--- src/rtl/csr_trap_unit.sv ---
// Machine-mode CSR file and trap/mret sequencer for the RV32 core.
// Zicsr accesses read the old value combinationally; traps and mret issue a registered fetch redirect.
module csr_trap_unit #(
  parameter int unsigned     XLEN        = 32,
  parameter logic [XLEN-1:0] RESET_MTVEC = 32'h0000_0100,
  parameter logic [XLEN-1:0] HART_ID     = '0,
  parameter logic [XLEN-1:0] MISA_VALUE  = 32'h4000_0100
) (
  input  logic            clk,
  input  logic            rst_n,
  input  logic            csr_req_i,
  input  logic [1:0]      csr_op_i,
  input  logic [11:0]     csr_addr_i,
  input  logic [XLEN-1:0] csr_wdata_i,
  input  logic            csr_no_write_i,
  output logic [XLEN-1:0] csr_rdata_o,
  output logic            csr_illegal_o,
  input  logic            trap_req_i,
  input  logic [XLEN-1:0] trap_cause_i,
  input  logic [XLEN-1:0] trap_pc_i,
  input  logic [XLEN-1:0] trap_tval_i,
  input  logic            mret_i,
  output logic            redirect_valid_o,
  output logic [XLEN-1:0] redirect_pc_o,
  output logic            irq_enable_o
);

  localparam logic [11:0] ADDR_MVENDORID  = 12'hF11;
  localparam logic [11:0] ADDR_MARCHID    = 12'hF12;
  localparam logic [11:0] ADDR_MIMPID     = 12'hF13;
  localparam logic [11:0] ADDR_MHARTID    = 12'hF14;
  localparam logic [11:0] ADDR_MCONFIGPTR = 12'hF15;
  localparam logic [11:0] ADDR_MSTATUS    = 12'h300;
  localparam logic [11:0] ADDR_MISA       = 12'h301;
  localparam logic [11:0] ADDR_MTVEC      = 12'h305;
  localparam logic [11:0] ADDR_MEPC       = 12'h341;
  localparam logic [11:0] ADDR_MCAUSE     = 12'h342;
  localparam logic [11:0] ADDR_MTVAL      = 12'h343;
  localparam logic [11:0] ADDR_MCYCLE     = 12'hB00;

  localparam logic [1:0] OP_NONE = 2'b00;
  localparam logic [1:0] OP_RW   = 2'b01;
  localparam logic [1:0] OP_RS   = 2'b10;

  logic            mie;
  logic            mpie;
  logic [XLEN-1:0] mtvec;
  logic [XLEN-1:0] mepc;
  logic [XLEN-1:0] mcause;
  logic [XLEN-1:0] mtval;
  logic [XLEN-1:0] mcycle;

  logic            addr_hit;
  logic [XLEN-1:0] old_val;
  logic [XLEN-1:0] mstatus_val;
  logic            write_implied;
  logic            csr_we;
  logic [XLEN-1:0] wval;
  logic [XLEN-1:0] mtvec_wval;
  logic [XLEN-1:0] trap_target;
  logic [XLEN-1:0] vec_offset;

  always_comb begin
    mstatus_val        = '0;
    mstatus_val[3]     = mie;
    mstatus_val[7]     = mpie;
    mstatus_val[12:11] = 2'b11;
  end

  always_comb begin
    addr_hit = 1'b1;
    old_val  = '0;
    case (csr_addr_i)
      ADDR_MVENDORID, ADDR_MARCHID, ADDR_MIMPID, ADDR_MCONFIGPTR: old_val = '0;
      ADDR_MHARTID: old_val = HART_ID;
      ADDR_MSTATUS: old_val = mstatus_val;
      ADDR_MISA:    old_val = MISA_VALUE;
      ADDR_MTVEC:   old_val = mtvec;
      ADDR_MEPC:    old_val = mepc;
      ADDR_MCAUSE:  old_val = mcause;
      ADDR_MTVAL:   old_val = mtval;
      ADDR_MCYCLE:  old_val = mcycle;
      default:      addr_hit = 1'b0;
    endcase
  end

  assign csr_rdata_o   = old_val;
  assign write_implied = (csr_op_i == OP_RW) || !csr_no_write_i;
  assign csr_illegal_o = csr_req_i && (csr_op_i != OP_NONE) &&
                         (!addr_hit || ((csr_addr_i[11:10] == 2'b11) && write_implied));
  // Trap and mret outrank the CSR write, so a colliding write is simply dropped.
  assign csr_we = csr_req_i && (csr_op_i != OP_NONE) && !csr_illegal_o && write_implied &&
                  !trap_req_i && !mret_i;

  always_comb begin
    case (csr_op_i)
      OP_RW:   wval = csr_wdata_i;
      OP_RS:   wval = old_val | csr_wdata_i;
      default: wval = old_val & ~csr_wdata_i;
    endcase
  end

  // Reserved vector modes (2, 3) leave the current mode in place.
  assign mtvec_wval  = {wval[XLEN-1:2], wval[1] ? mtvec[1:0] : wval[1:0]};
  assign vec_offset  = ((mtvec[1:0] == 2'b01) && trap_cause_i[XLEN-1]) ?
                       ({1'b0, trap_cause_i[XLEN-2:0]} << 2) : '0;
  assign trap_target = {mtvec[XLEN-1:2], 2'b00} + vec_offset;

  assign irq_enable_o = mie;

  always_ff @(posedge clk or negedge rst_n) begin
    if (!rst_n) begin
      mie              <= 1'b0;
      mpie             <= 1'b0;
      mtvec            <= RESET_MTVEC;
      mepc             <= '0;
      mcause           <= '0;
      mtval            <= '0;
      mcycle           <= '0;
      redirect_valid_o <= 1'b0;
      redirect_pc_o    <= '0;
    end else begin
      redirect_valid_o <= trap_req_i || mret_i;
      if (trap_req_i) begin
        redirect_pc_o <= trap_target;
        mepc          <= trap_pc_i & ~XLEN'(3);
        mcause        <= trap_cause_i;
        mtval         <= trap_tval_i;
        mpie          <= mie;
        mie           <= 1'b0;
      end else if (mret_i) begin
        redirect_pc_o <= mepc;
        mie           <= mpie;
        mpie          <= 1'b1;
      end else if (csr_we) begin
        case (csr_addr_i)
          ADDR_MSTATUS: begin
            mie  <= wval[3];
            mpie <= wval[7];
          end
          ADDR_MTVEC:  mtvec  <= mtvec_wval;
          ADDR_MEPC:   mepc   <= wval & ~XLEN'(3);
          ADDR_MCAUSE: mcause <= wval;
          ADDR_MTVAL:  mtval  <= wval;
          default: ;
        endcase
      end
      if (csr_we && (csr_addr_i == ADDR_MCYCLE)) mcycle <= wval;
      else                                       mcycle <= mcycle + XLEN'(1);
    end
  end

endmodule
--- config.mk ---
export PLATFORM = sky130hd
export DESIGN_NAME = csr_trap_unit
export DESIGN_NICKNAME = d
export VERILOG_FILES = /design/src/rtl/csr_trap_unit.sv
export SDC_FILE = /design/constraint.sdc
export NUM_CORES = 1
export LEC_CHECK = 0
export BUFFER_PORTS_ARGS = -buffer_cell sky130_fd_sc_hd__buf_2
export CORE_MARGIN = 2
export CORE_UTILIZATION = 52
export CTS_CLUSTER_DIAMETER = 80
export DETAILED_ROUTE_END_ITERATION = 8
export PLACE_DENSITY_LB_ADDON = 0.3
export SYNTH_ARGS = -nofsm -noshare
export SYNTH_HDL_FRONTEND = slang
export SYNTH_SLANG_ARGS = --single-unit
--- constraint.sdc ---
create_clock -name clk -period 2.9 [get_ports clk]
set_clock_uncertainty 0.05 [all_clocks]
set_input_delay 0.145 -clock clk [delete_from_list [all_inputs] [get_ports clk]]
set_output_delay 0.145 -clock clk [all_outputs]
set_load 0.02 [all_outputs]
==> out/metrics.cfg <==
[run_status]
status = finished with violations
violations = negative setup slack

[detailed_routing]
top_layer_used = met4
wl_met1_um = 21330
drtAntennaViolNets = 0
detailroute.wirelength.met3_um = 6099
first_iter_violations = 1702
vias = 13940
totalWireLength_um = 49550
met2WireLength_um = 20830
first_pass_iters = 7
vias_per_cell = 6.306
post-route-drc-count = 0
wl_per_cell_um = 22.41

[logic_synthesis]
synthArstFlopShare_pct = 100.0
synth_edf_count = 0
synth-seq-area-share_pct = 36.69
ys.flop_type = dfrtp_1
syn_inst = 1568
synth_top_area_share_pct = 36.49
ys_ff_latch = 190
syn_avg_cell_area_um2 = 8.266
synth_area_leader_cell = dfrtp_1
synth_area_um2 = 12960
yosys_warnings = 0
ys_top_cells_by_area = dfrtp_1, a21oi_1, o21ai_0
ys_types = 76

[timing]
rsz0062_at_grt = yes
fin_crit_sh_pct = 100.3
drv_slew = 0
tightest_slew_ps = 1269
setup_viol = 1
max_clock_freq_mhz = 343.8
holdWs_ps = 32.15
layout_min_cycle_time_ps = 2909
maxSlewHeadroom_pct = 14.66
tns_ps = -8.604
hold_viol = 0
timing.final.ws_setup_ps = -8.604

[clocking]
clock_path_buffers = 2
tritoncts = done
clock_sinks = 190
cts-root-buf = clkbuf_16
cts_made_buffers = 17
clkLatencyLatePin_ps = 440
path_clk_slew_ps = 80
htreeDepth = 4

[setup_path]
critPathLaunchType = flop
path_cells = buf_6 -> and3_4 -> ha_4 -> o211ai_1 -> o21ai_2 -> o311ai_4 -> buf_4 -> o31a_1 -> o311ai_2 -> buf_4 -> mux2i_1 -> a311oi_1
worst_ep_required_time_ps = 3120
cp.arrival_ps = 3130
crit_type = flop to flop
cp-end-kind = flop
cp_max_fo = 7
critPathSlowestCell = dfrtp_2
crit_family = compound AO/OA/AOI/OAI gates
cp_num_buf_inv = 3
crit_top_cell = buf_4
cpPeakStageDelay_ps = 460

[placement]
port_buffers = 210
placed_area_um2 = 14750
pre_cts_slack_ps = -175.6
place_hpwl_um = 35640
gp_congestion = 0.9500
dp.cells = 2078

[global_route]
grt_pass1_wl_um = 74890
antenna_found_initial = 1
grt_pass1_vias = 12960
grt_max_degree = 223
grt.total_usage_pct = 37.24
overflow = 0

[power_and_ir_drop]
total_power_mw = 6.655
ir_drop_v = 0.0003113
p_leak_nw = 7.544
p_per_area_nw_per_um2 = 401.6

[floorplan]
ios = 215
start_util_pct = 53.14
fp-row-count = 57
die_y_um = 161.9
die_area_um2 = 26200
core-area_um2 = 24390
fp.dieW_um = 161.9

[finish]
finalNetCount = 2055
layout.cells.non_filler = 2211
area_growth_pct = 27.84
fin_area_um2 = 16570
final_cell_mix = buf_2, a21oi_1, dfrtp_1
drive_above_1_share_pct = 25.19
fin_util_pct = 67.93
final_common_cell = buf_2

[job]
drv_cap = 0

[min_path]
hp-class = primary input to flop

## flip-flops by register name (all words and copies together), names as in the netlist, 30 cells and up
register and cells:
mcycle 32, redirect_pc_o 30, mtvec 31, mtval 32
mepc 30, mcause 32
## cell usage after synthesis, types with 26 or more instances
cell and count:
and3_1 41, ha_1 33, mux2_2 47, nand3_1 36, a22oi_1 42, dfrtp_1 189, xnor2_1 31, a21oi_1 204
clkbuf_1 89, or2_2 26, o21ai_0 137, nand2_1 153, mux2i_1 42, nor2_1 121, nand4_1 58, nor2b_1 35
## power by group
part           switching [mW]  internal (mW)
Sequential              0.173           2.82
Combinational           0.714          0.496
Clock                    1.14           1.31
## kinds of logic (layout without fill, tap and decap cells)
kind of cell	Yosys count	count (layout)	synth area share, %
AND/OR/NAND/NOR	538	538	20.81
AO/OA/AOI/OAI	521	521	23.84
flip-flops	190	190	36.69
buffers and inverters	147	464	4.711
multiplexers	89	89	7.327
XOR/XNOR	48	48	3.244
adder cells (fa/ha/maj)	34	34	3.340
other	1	3	0.02893
## what timing repair did
item,4_1_cts,5_1_grt
endpoints found under the setup margin,13,15
hold buffers,92,0
hold endpoints to repair,152,0
pin swaps,2,21
resized for setup,10,37
cloned,0,0
setup buffers,0,8
## cell type report
| type | instances | area, um2 |
|---|---|---|
| multi-input cells | 1232 | 7846 |
| fillers | 1992 | 7821 |
| flip-flops and latches | 190 | 4757 |
| repair buffers | 412 | 2879 |
| clock buffers | 21 | 480.5 |
| well taps | 324 | 405.4 |
| clock inverters | 11 | 123.9 |
| inverters | 20 | 75.07 |
| diodes | 1 | 2.502 |
## layer usage
metal | GRT usage, % | up-vias
met5 | 0 | -
met4 | 10.98 | 0
met3 | 10.27 | 100
met2 | 52.57 | 859
met1 | 55.62 | 6688
li1 | - | 6296
## worst reg2reg max path: stages (launching register included)
cell and delay, ps:
dfrtp_2 460, buf_6 150, and3_4 150, ha_4 260
o211ai_1 100, o21ai_2 210, o311ai_4 160, buf_4 170
o31a_1 340, o311ai_2 270, buf_4 170, mux2i_1 200
a311oi_1 70
## path summary, 6_finish.rpt
check	startpoint	endpoint	slack, ps	cells past startpoint
max	mtvec[0]	redirect_pc_o[31]	-9	12
min	csr_wdata_i[0]	mcycle[0]	30	4
max reg2reg	mtvec[0]	redirect_pc_o[31]	-9	12
min reg2reg	mcause[11]	mcause[11]	490	2
max in group asynchronous	rst_n	mtvec[0]	1730	3
min in group asynchronous	rst_n	mcycle[5]	180	2
No activity file was read; power rests on OpenSTA's default activity.
